`config.mk`:
```
export PLATFORM = sky130hd
export DESIGN_NAME = axi4_burst_mem_slave
export DESIGN_NICKNAME = d
export VERILOG_FILES = /design/src/rtl/axi4_burst_mem_slave.sv
export SDC_FILE = /design/constraint.sdc
export NUM_CORES = 2
export LEC_CHECK = 0
export ABC_AREA = 0
export BUFFER_PORTS_ARGS = -buffer_cell sky130_fd_sc_hd__buf_2
export CAP_MARGIN = 20
export CORE_MARGIN = 2
export CORE_UTILIZATION = 51
export CTS_CLUSTER_DIAMETER = 40
export DETAILED_ROUTE_END_ITERATION = 6
export PLACE_DENSITY = 0.67
export SYNTH_ARGS = -nofsm -noshare
export SYNTH_HDL_FRONTEND = slang
export SYNTH_SLANG_ARGS = --single-unit
```
`constraint.sdc`:
```
create_clock -name ACLK -period 3.44 [get_ports ACLK]
set_input_delay 0.688 -clock ACLK [delete_from_list [all_inputs] [get_ports ACLK]]
set_output_delay 0.688 -clock ACLK [all_outputs]
set_load 0.01 [all_outputs]
```
`src/rtl/axi4_burst_mem_slave.sv`:
```
`default_nettype none
// ============================================================================
// Module   : axi4_burst_mem_slave
// Brief    : AXI4 burst slave backed by a word-addressed on-chip RAM; write and
//            read channels run as independent FSMs over one shared array.
// Revision : 1.0 - initial release
// ============================================================================
module axi4_burst_mem_slave #(
    parameter int C_S_AXI_ID_WIDTH   = 4,
    parameter int C_S_AXI_DATA_WIDTH = 32,
    parameter int C_S_AXI_ADDR_WIDTH = 32,
    parameter int C_MEM_DEPTH_WORDS  = 64
) (
    input  logic                            ACLK,
    input  logic                            ARESET,
    input  logic [C_S_AXI_ID_WIDTH-1:0]     S_AXI_AWID,
    input  logic [C_S_AXI_ADDR_WIDTH-1:0]   S_AXI_AWADDR,
    input  logic [7:0]                      S_AXI_AWLEN,
    input  logic [2:0]                      S_AXI_AWSIZE,
    input  logic [1:0]                      S_AXI_AWBURST,
    input  logic                            S_AXI_AWVALID,
    output logic                            S_AXI_AWREADY,
    input  logic [C_S_AXI_DATA_WIDTH-1:0]   S_AXI_WDATA,
    input  logic [C_S_AXI_DATA_WIDTH/8-1:0] S_AXI_WSTRB,
    input  logic                            S_AXI_WLAST,
    input  logic                            S_AXI_WVALID,
    output logic                            S_AXI_WREADY,
    output logic [C_S_AXI_ID_WIDTH-1:0]     S_AXI_BID,
    output logic [1:0]                      S_AXI_BRESP,
    output logic                            S_AXI_BVALID,
    input  logic                            S_AXI_BREADY,
    input  logic [C_S_AXI_ID_WIDTH-1:0]     S_AXI_ARID,
    input  logic [C_S_AXI_ADDR_WIDTH-1:0]   S_AXI_ARADDR,
    input  logic [7:0]                      S_AXI_ARLEN,
    input  logic [2:0]                      S_AXI_ARSIZE,
    input  logic [1:0]                      S_AXI_ARBURST,
    input  logic                            S_AXI_ARVALID,
    output logic                            S_AXI_ARREADY,
    output logic [C_S_AXI_ID_WIDTH-1:0]     S_AXI_RID,
    output logic [C_S_AXI_DATA_WIDTH-1:0]   S_AXI_RDATA,
    output logic [1:0]                      S_AXI_RRESP,
    output logic                            S_AXI_RLAST,
    output logic                            S_AXI_RVALID,
    input  logic                            S_AXI_RREADY
);

    localparam int IDW    = C_S_AXI_ID_WIDTH;
    localparam int AW     = C_S_AXI_ADDR_WIDTH;
    localparam int DW     = C_S_AXI_DATA_WIDTH;
    localparam int STRB_W = DW / 8;
    localparam int IDX_W  = $clog2(C_MEM_DEPTH_WORDS);

    localparam logic [1:0] c_W_IDLE = 2'd0;
    localparam logic [1:0] c_W_DATA = 2'd1;
    localparam logic [1:0] c_W_RESP = 2'd2;
    localparam logic [0:0] c_R_IDLE = 1'b0;
    localparam logic [0:0] c_R_DATA = 1'b1;

    function automatic logic [AW-1:0] f_next_addr(input logic [AW-1:0] addr,
                                                  input logic [7:0]    len,
                                                  input logic [1:0]    burst);
        logic [AW-1:0] len_ext;
        logic [AW-1:0] mask;
        len_ext = {{(AW-8){1'b0}}, len};
        mask    = ((len_ext + 1'b1) << 2) - 1'b1;
        case (burst)
            2'b00:   f_next_addr = addr;
            2'b10:   f_next_addr = (addr & ~mask) | ((addr + 3'd4) & mask);
            default: f_next_addr = addr + 3'd4;
        endcase
    endfunction

    function automatic logic f_bad_req(input logic [2:0] size,
                                       input logic [7:0] len,
                                       input logic [1:0] burst);
        logic wrap_len_bad;
        wrap_len_bad = !(len == 8'd1 || len == 8'd3 || len == 8'd7 || len == 8'd15);
        f_bad_req = (size != 3'b010) || (burst == 2'b11) || (burst == 2'b10 && wrap_len_bad);
    endfunction

    logic [DW-1:0] r_mem [C_MEM_DEPTH_WORDS];

    // ------------------------------------------------------------------ write
    logic [1:0]     r_wstate;
    logic [1:0]     w_wstate_nxt;
    logic [IDW-1:0] r_wid;
    logic [AW-1:0]  r_waddr;
    logic [7:0]     r_wlen;
    logic [7:0]     r_wcnt;
    logic [1:0]     r_wburst;
    logic           r_werr;
    logic           w_aw_fire;
    logic           w_w_fire;

    always_comb begin
        w_wstate_nxt  = r_wstate;
        S_AXI_AWREADY = 1'b0;
        S_AXI_WREADY  = 1'b0;
        S_AXI_BVALID  = 1'b0;
        case (r_wstate)
            c_W_IDLE: begin
                S_AXI_AWREADY = 1'b1;
                if (S_AXI_AWVALID) w_wstate_nxt = c_W_DATA;
            end
            c_W_DATA: begin
                S_AXI_WREADY = 1'b1;
                if (S_AXI_WVALID && r_wcnt == r_wlen) w_wstate_nxt = c_W_RESP;
            end
            c_W_RESP: begin
                S_AXI_BVALID = 1'b1;
                if (S_AXI_BREADY) w_wstate_nxt = c_W_IDLE;
            end
            default: w_wstate_nxt = c_W_IDLE;
        endcase
    end

    assign w_aw_fire   = S_AXI_AWVALID && S_AXI_AWREADY;
    assign w_w_fire    = S_AXI_WVALID && S_AXI_WREADY;
    assign S_AXI_BID   = r_wid;
    assign S_AXI_BRESP = {r_werr & S_AXI_BVALID, 1'b0};

    always_ff @(posedge ACLK) begin
        if (ARESET) r_wstate <= c_W_IDLE;
        else        r_wstate <= w_wstate_nxt;
    end

    always_ff @(posedge ACLK) begin
        if (ARESET) begin
            r_wid    <= '0;
            r_waddr  <= '0;
            r_wlen   <= '0;
            r_wcnt   <= '0;
            r_wburst <= '0;
            r_werr   <= 1'b0;
        end else begin
            if (w_aw_fire) begin
                r_wid    <= S_AXI_AWID;
                r_waddr  <= S_AXI_AWADDR;
                r_wlen   <= S_AXI_AWLEN;
                r_wburst <= S_AXI_AWBURST;
                r_wcnt   <= '0;
                r_werr   <= f_bad_req(S_AXI_AWSIZE, S_AXI_AWLEN, S_AXI_AWBURST);
            end
            if (w_w_fire) begin
                r_waddr <= f_next_addr(r_waddr, r_wlen, r_wburst);
                r_wcnt  <= r_wcnt + 8'd1;
                // A misplaced WLAST poisons the response but the beat count still rules.
                if (S_AXI_WLAST != (r_wcnt == r_wlen)) r_werr <= 1'b1;
            end
        end
    end

    always_ff @(posedge ACLK) begin
        if (!ARESET && w_w_fire && !r_werr) begin
            for (int b = 0; b < STRB_W; b++) begin
                if (S_AXI_WSTRB[b])
                    r_mem[r_waddr[2 +: IDX_W]][8*b +: 8] <= S_AXI_WDATA[8*b +: 8];
            end
        end
    end

    // ------------------------------------------------------------------- read
    logic [0:0]     r_rstate;
    logic [0:0]     w_rstate_nxt;
    logic [AW-1:0]  r_raddr;
    logic [AW-1:0]  w_raddr_nxt;
    logic [7:0]     r_rlen;
    logic [7:0]     r_rcnt;
    logic [1:0]     r_rburst;
    logic           r_rerr;
    logic [IDW-1:0] r_rid;
    logic [DW-1:0]  r_rdata;
    logic           r_rlast;
    logic           w_ar_fire;
    logic           w_r_fire;

    always_comb begin
        w_rstate_nxt  = r_rstate;
        S_AXI_ARREADY = 1'b0;
        S_AXI_RVALID  = 1'b0;
        case (r_rstate)
            c_R_IDLE: begin
                S_AXI_ARREADY = 1'b1;
                if (S_AXI_ARVALID) w_rstate_nxt = c_R_DATA;
            end
            c_R_DATA: begin
                S_AXI_RVALID = 1'b1;
                if (S_AXI_RREADY && r_rlast) w_rstate_nxt = c_R_IDLE;
            end
            default: w_rstate_nxt = c_R_IDLE;
        endcase
    end

    assign w_ar_fire   = S_AXI_ARVALID && S_AXI_ARREADY;
    assign w_r_fire    = S_AXI_RVALID && S_AXI_RREADY;
    assign w_raddr_nxt = f_next_addr(r_raddr, r_rlen, r_rburst);
    assign S_AXI_RID   = r_rid;
    assign S_AXI_RDATA = r_rdata;
    assign S_AXI_RLAST = r_rlast;
    assign S_AXI_RRESP = {r_rerr & S_AXI_RVALID, 1'b0};

    always_ff @(posedge ACLK) begin
        if (ARESET) r_rstate <= c_R_IDLE;
        else        r_rstate <= w_rstate_nxt;
    end

    // The RAM read here sees the pre-write value when a write hits the same word.
    always_ff @(posedge ACLK) begin
        if (ARESET) begin
            r_raddr  <= '0;
            r_rlen   <= '0;
            r_rcnt   <= '0;
            r_rburst <= '0;
            r_rerr   <= 1'b0;
            r_rid    <= '0;
            r_rdata  <= '0;
            r_rlast  <= 1'b0;
        end else if (w_ar_fire) begin
            r_rid    <= S_AXI_ARID;
            r_raddr  <= S_AXI_ARADDR;
            r_rlen   <= S_AXI_ARLEN;
            r_rburst <= S_AXI_ARBURST;
            r_rcnt   <= '0;
            r_rlast  <= (S_AXI_ARLEN == 8'd0);
            r_rerr   <= f_bad_req(S_AXI_ARSIZE, S_AXI_ARLEN, S_AXI_ARBURST);
            r_rdata  <= f_bad_req(S_AXI_ARSIZE, S_AXI_ARLEN, S_AXI_ARBURST)
                        ? '0 : r_mem[S_AXI_ARADDR[2 +: IDX_W]];
        end else if (w_r_fire) begin
            if (r_rlast) begin
                r_rlast <= 1'b0;
            end else begin
                r_raddr <= w_raddr_nxt;
                r_rcnt  <= r_rcnt + 8'd1;
                r_rlast <= (r_rcnt + 8'd1 == r_rlen);
                r_rdata <= r_rerr ? '0 : r_mem[w_raddr_nxt[2 +: IDX_W]];
            end
        end
    end

endmodule
`default_nettype wire

```
[Yosys cells after proc, flatten, opt, wreduce, memory -nomap -nowiden]
Memory sizes are Yosys's and may differ from the RTL's.
Index checks and enable logic that the tools add are counted.
Storage, ports and cells
  memories: 1
  memory bits (writable): 2048
  register bits: 146
  bits of input ports: 142
  output and inout bits: 50
Memories
  r_mem: depth 64, width 32, rd ports 2, clocked after memory_dff 0, wr ports 1, line 81  | logic [DW-1:0] r_mem [C_MEM_DEPTH_WORDS];
Cells by class
  reductions and logical operators: 36
  bitwise operators: 12
  eq/ne operators: 27
  multiplexer cells: 44
  add/subtract/negate cells: 8
Operators with widths (number)
  $mux 32: 10
  $and 32x32->32: 4
  $pmux 32 s2: 2
  $add 32x3->32 const B: 2
  $not 32->32: 2
  $or 32x32->32: 2
  $mux 1: 25
  $sub 11x1->12 const B: 2
  $add 8x1->9 const B: 2
  $add 8x1->8 const B: 2
  $eq 8x1->1 const B: 2
  $eq 8x2->1 const B: 2
  $eq 8x3->1 const B: 2
  $eq 8x4->1 const B: 2
  $eq 8x8->1: 2
  $mux 8: 2
  $eq 2x2->1 const B: 7
  $logic_and 1x1->1: 10
  $logic_or 1x1->1: 10
  $ne 2x2->1 const B: 5
  $logic_not 8->1: 1
  $logic_not 2->1: 3
  $mux 2: 3
  $ne 3x2->1 const B: 2
  12 further kinds: 21

[Depth between registers and ports, before layout]
An unclocked memory read counts as a cell.
  word-level depth: 11
  mapped depth: 14

[Worst setup path before layout]
Ideal clock, no wire load.
  path kind: input port to flip-flop
  start: input S_AXI_ARADDR[2]
  end: register r_rdata[29] (netlist: S_AXI_RDATA[29])
  setup time: 0.120 ns
  arrival: 3.352 ns
  path slack: -0.031 ns
  cell stages on the path: 11
  path through: buf_2 -> clkbuf_1 -> buf_2 -> buf_2 -> mux4_2 -> mux2i_1 -> a22oi_1 -> o211ai_1 -> o21ai_0 -> or4_1 -> o31a_1
Between the ends
  cells in the longest elaborated chain, start to end: 3
RTL lines
  start, declared: line 33  | input logic [C_S_AXI_ADDR_WIDTH-1:0] S_AXI_ARADDR,
  $mem_v2 64x32
  $mux 32: line 227  | ? '0 : r_mem[S_AXI_ARADDR[2 +: IDX_W]];
  $mux 32: line 218  | end else if (w_ar_fire) begin
  end signal, assigned: line 226  | r_rdata <= f_bad_req(S_AXI_ARSIZE, S_AXI_ARLEN, S_AXI_ARBURST)
  end signal, assigned: line 235  | r_rdata <= r_rerr ? '0 : r_mem[w_raddr_nxt[2 +: IDX_W]];
  end, declared: line 172  | logic [DW-1:0] r_rdata;
No other way between the ends.
A chain may end at the register's enable or synchronous reset.

[Worst setup path after layout]
  start: register r_rlen[1]
  end: register r_rdata[25] (netlist: S_AXI_RDATA[25])
Between the ends
  cells in the longest elaborated chain, start to end: 11
  elaborated cells on any way between the ends: 12
  classes of those cells: 2 x add/sub; 5 x mux; 4 x bitwise; 1 x memory
RTL lines
  start, declared: line 167  | logic [7:0] r_rlen;
  start signal, assigned: line 211  | r_rlen <= '0;
  start signal, assigned: line 221  | r_rlen <= S_AXI_ARLEN;
  $add 8x1->9 *: line 65  | mask = ((len_ext + 1'b1) << 2) - 1'b1;
  $sub 11x1->12 *: line 65
  $not 32->32: line 68  | 2'b10: f_next_addr = (addr & ~mask) | ((addr + 3'd4) & mask);
  $and 32x32->32: line 68
  $or 32x32->32 *: line 68
  $pmux 32 s2 *: line 66  | case (burst)
  $mem_v2 64x32 *
  $mux 32 *: line 235
  $mux 32 *: line 229  | if (r_rlast) begin
  $mux 32 *: line 228  | end else if (w_r_fire) begin
  $mux 32 *: line 218
Mark *: on every way between the ends. The rest lies on a longest branch, timed or not. The select of a mux whose other input is x is not followed.

==> impl_metrics.ini <==
[placement]
placed_cells = 11205
gp_routability_congestion = 0.9434
number_of_buffer_cells_added_on_primary_ports = 137
detailedPlacementHpwl_um = 260400

[sta]
timing.hold.ws_ps = 36.91
tightest_slew_margin_relative_to_the_limit_pct = 21.00
post-route-period-util_pct = 105.4
finalClockSkew_ps = 81.64
setup_viol_count_final = 27
setup_slack_ps = -187.4
maxSlewViolCount = 0
post-route-min-period_ps = 3627
timing_worst_slew_pin_value_ps = 1185
rsz0062_at_grt = true
fmax_mhz = 275.7
number_of_hold_violations_in_the_final_report = 0

[setup_path]
total_stage_count_of_the_critical_path = 16
most_prevalent_standard_cell_on_the_critical_path = sky130_fd_sc_hd__buf_4
max_stage_delay_ps = 480
timing.critical_path.slowest_stage_cell = sky130_fd_sc_hd__a211oi_2
rr_worst_depth = 16
critical_path.top_delay_family = buffers and inverters
path_buf_inv = 7
timing.critical_path.required_ps = 4370
worst-endpoint-arrival_ps = 4560
critical_path.reg2reg.endpoint = S_AXI_RDATA[25]$_SDFFE_PP0P_
endpoint_kind = register
critical_path_class = reg2reg
critical_path_sink = S_AXI_RDATA[25]$_SDFFE_PP0P_
setup.worst_path.start_class = register
reg2reg_slack_ps = -190
startpoint = r_rlen[1]$_SDFFE_PP0P_
rr_startpoint = r_rlen[1]$_SDFFE_PP0P_
crit_fanout = 19
worst_path_cell_chain = ha_4, xor2_4, buf_6, buf_6, buf_4, mux2i_4, buf_12, buf_12, buf_4, nand2_1, a221oi_1, nor2_1, buf_4, a211oi_2, or4_4, o31a_1

[drt]
final_antenna_net_count = 0
drt_first_pass_iters = 7
post_drt_wl_per_cell_um = 33.92
drt-total-wl_um = 405000
post_drt_via_cell_ratio = 7.052
drc = 0
initialDrtViolationCount = 13247
via_count = 84212

[die]
chipHeight_um = 471.1
core-area_sq_um = 217000
floorplan.initialDensity_pct = 51.29
die_x_um = 471.1
fp.dieArea_sq_um = 221900
pin_count = 192
num_rows = 171

[logic_synthesis]
yosysSeqAreaShare_pct = 56.96
synth_most_common_cell = sky130_fd_sc_hd__edfxtp_1
mapped_cell_area_sq_um = 111300
synth_largest_area_cell = sky130_fd_sc_hd__edfxtp_1
post_synth_xor_area_fraction_pct = 0.3070
yosys.area_share.adder_pct = 0.07872
ys_dominant_reg_cell = sky130_fd_sc_hd__edfxtp_1
yosys_register_bits = 2142
synthesis.instances = 7969
synth-edff-count = 2048
synth_cell_types = 78
combinational_family_with_the_most_area_after_synthesis = multiplexers
synth_top_cells_by_count = sky130_fd_sc_hd__edfxtp_1 (2,048), sky130_fd_sc_hd__mux2i_1 (1,068), sky130_fd_sc_hd__nand2_1 (1,048)
ys_top_cells_by_area = sky130_fd_sc_hd__edfxtp_1 (55%), sky130_fd_sc_hd__mux4_2 (14%), sky130_fd_sc_hd__mux2i_1 (9.6%), sky130_fd_sc_hd__nand2_1 (3.5%), sky130_fd_sc_hd__a211oi_1 (2.1%)
synth_compound_gate_area_share_pct = 8.418
post_synthesis_average_cell_area_sq_um = 13.96
postSynth.asyncResetShare_pct = 0
synth.mux.area_fraction_pct = 23.89
synth.yosys.warnings = 0
synth_simple_gate_area_share_pct = 7.572
yosys.area.top_type_share_pct = 55.27

[layout]
final-instance-count-excl-fill = 11941
layout.core_utilization_pct = 63.08
fillers = 15496
post_route_cells_drive_above_1_share_pct = 30.02
design.final.nets = 8950
area_growth_syn_to_layout_pct = 22.99

[flow_run]
cap_viol_max_count = 0

[min_path]
hp-class = in2reg

[outcome]
violations = negative setup slack
status = complete, but fails checks

[clock_tree]
cts-buffers-inserted = 333
clock_insertion_delay_worst_skew_ps = 1000
clock_sink_count = 2142
max-clock-path-buffers = 4
path_clk_slew_ps = 50
clock_tree.root_cell = sky130_fd_sc_hd__clkbuf_16
cts_max_level = 5
clock_tree_from_tritoncts = built

[pwr]
power-per-cell-area_nw_per_um2 = 535.6
power.static_leakage_nw = 45.36
power.ir.vdd_worst_uv = 567.5

[grt]
number_of_antenna_violations_at_the_first_check_in_global_routing = 35
grt.total_usage_pct = 35.35
total_overflow_reported_by_the_global_router = 0
grt_pass1_vias = 81038
grt_pass1_wl_um = 569100
maximum_number_of_pins_on_one_net_before_global_route_repair = 71
-- how the worst min path moves through the flow --
stage	start	to	slack, ps	cells past startpoint
2_1_floorplan	r_rlen[7]$_SDFFE_PP0P_	r_rlen[7]$_SDFFE_PP0P_	450	2
3_3_place_gp	S_AXI_BID[3]$_SDFFE_PP0P_	S_AXI_BID[3]$_SDFFE_PP0P_	440	2
3_5_place_dp	S_AXI_RID[2]$_SDFFE_PP0P_	S_AXI_RID[2]$_SDFFE_PP0P_	450	2
4_1_cts	S_AXI_ARLEN[0]	r_rlen[0]$_SDFFE_PP0P_	0.3	3
5_1_grt	S_AXI_ARLEN[0]	r_rlen[0]$_SDFFE_PP0P_	40	3
6_report	S_AXI_ARLEN[0]	r_rlen[0]$_SDFFE_PP0P_	40	3
-- registers in the layout, summed over array words and instances (netlist names), named ones only --
name,cells
S_AXI_BID,4
r_rlen,8
r_rerr,1
r_werr,1
r_wburst,2
r_wlen,8
S_AXI_RDATA,32
r_rstate,1
r_raddr,6
r_rburst,2
r_wcnt,8
r_rcnt,8
S_AXI_RID,4
r_waddr,1
r_wstate,2
r_mem,2048
S_AXI_RLAST,1
-- placed cells by master (no fill, tap or decap), types with 96 or more instances in the layout --
| cell type | Yosys | final |
|---|---|---|
| sky130_fd_sc_hd__mux2i_1 | 1068 | 1067 |
| sky130_fd_sc_hd__clkbuf_16 | 0 | 351 |
| sky130_fd_sc_hd__buf_4 | 12 | 774 |
| sky130_fd_sc_hd__nand2_1 | 1048 | 1040 |
| sky130_fd_sc_hd__a211oi_2 | 0 | 96 |
| sky130_fd_sc_hd__a211oi_1 | 313 | 200 |
| sky130_fd_sc_hd__o22ai_1 | 336 | 329 |
| sky130_fd_sc_hd__buf_12 | 0 | 220 |
| sky130_fd_sc_hd__a221oi_1 | 166 | 136 |
| sky130_fd_sc_hd__nand3_1 | 277 | 277 |
| sky130_fd_sc_hd__edfxtp_1 | 2048 | 2048 |
| sky130_fd_sc_hd__a21oi_1 | 115 | 106 |
| sky130_fd_sc_hd__mux4_2 | 704 | 704 |
| sky130_fd_sc_hd__buf_2 | 210 | 133 |
| sky130_fd_sc_hd__nor2_1 | 379 | 373 |
-- worst min-delay path, cell delays in order --
cell                      delay [ps]
sky130_fd_sc_hd__buf_2           120
sky130_fd_sc_hd__nand2_1          70
sky130_fd_sc_hd__a21oi_1          60
-- cell families after synthesis --
| family | Yosys count |
|---|---|
| AND/OR/NAND/NOR | 1959 |
| AO/OA/AOI/OAI | 1313 |
| XOR/XNOR | 39 |
| adder cells (fa/ha/maj) | 7 |
| buffers and inverters | 733 |
| flip-flops | 2142 |
| other | 1 |
| multiplexers | 1775 |
-- metal layers --
metal  GRT usage, %  vias to the layer above  routed length (um)
li1               -                    34027                   -
met4          23.74                       30               30970
met2          52.22                     6603              179900
met3          10.29                     1399               52790
met5         0.6922                        -                 372
met1          45.33                    42153              141000
-- layout make-up --
type | instances | area (sq um) | share of cell area, %
Multi-Input combinational cell | 5101 | 46580 | 34.04
Inverter | 6 | 30.03 | 0.02194
Clock buffer | 365 | 8578 | 6.269
Timing Repair Buffer | 1217 | 12350 | 9.027
Sequential cell | 2142 | 63390 | 46.32
Tap cell | 2854 | 3571 | 2.609
Clock inverter | 219 | 2252 | 1.646
Antenna cell | 37 | 92.59 | 0.06766
-- what timing repair did --
item | in CTS | in global routing
buffers inserted | 30 | 29
endpoints found under the hold margin | 28 | 0
hold buffers | 27 | 0
gates resized for setup | 208 | 129
pin swaps | 79 | 64
setup endpoints to repair | 32 | 32
gates cloned | 12 | 14
-- per-stage QoR --
step / instance area (sq um) / setup slack [ps] / total power, mW / setup TNS [ps]
2_1_floorplan: 111300 / 1.063 / 35.22 / 0
3_3_place_gp: 122500 / -514.4 / 39.31 / -10950
3_5_place_dp: 122500 / -528.8 / 39.49 / -11580
4_1_cts: 135200 / -97.26 / 72.72 / -1594
5_1_grt: 136800 / -216.7 / 74.89 / -4421
6_report: 136800 / -187.4 / 73.30 / -2402
-- report_power, final --
group / switching, mW / total [mW] / leakage [nW] / internal, mW
logic: 6.61 / 11.4 / 21.0 / 4.82
registers: 0.213 / 28.9 / 19.2 / 28.7
clock network: 12.9 / 33.0 / 5.19 / 20.1
No activity file was read; power rests on OpenSTA's default activity.
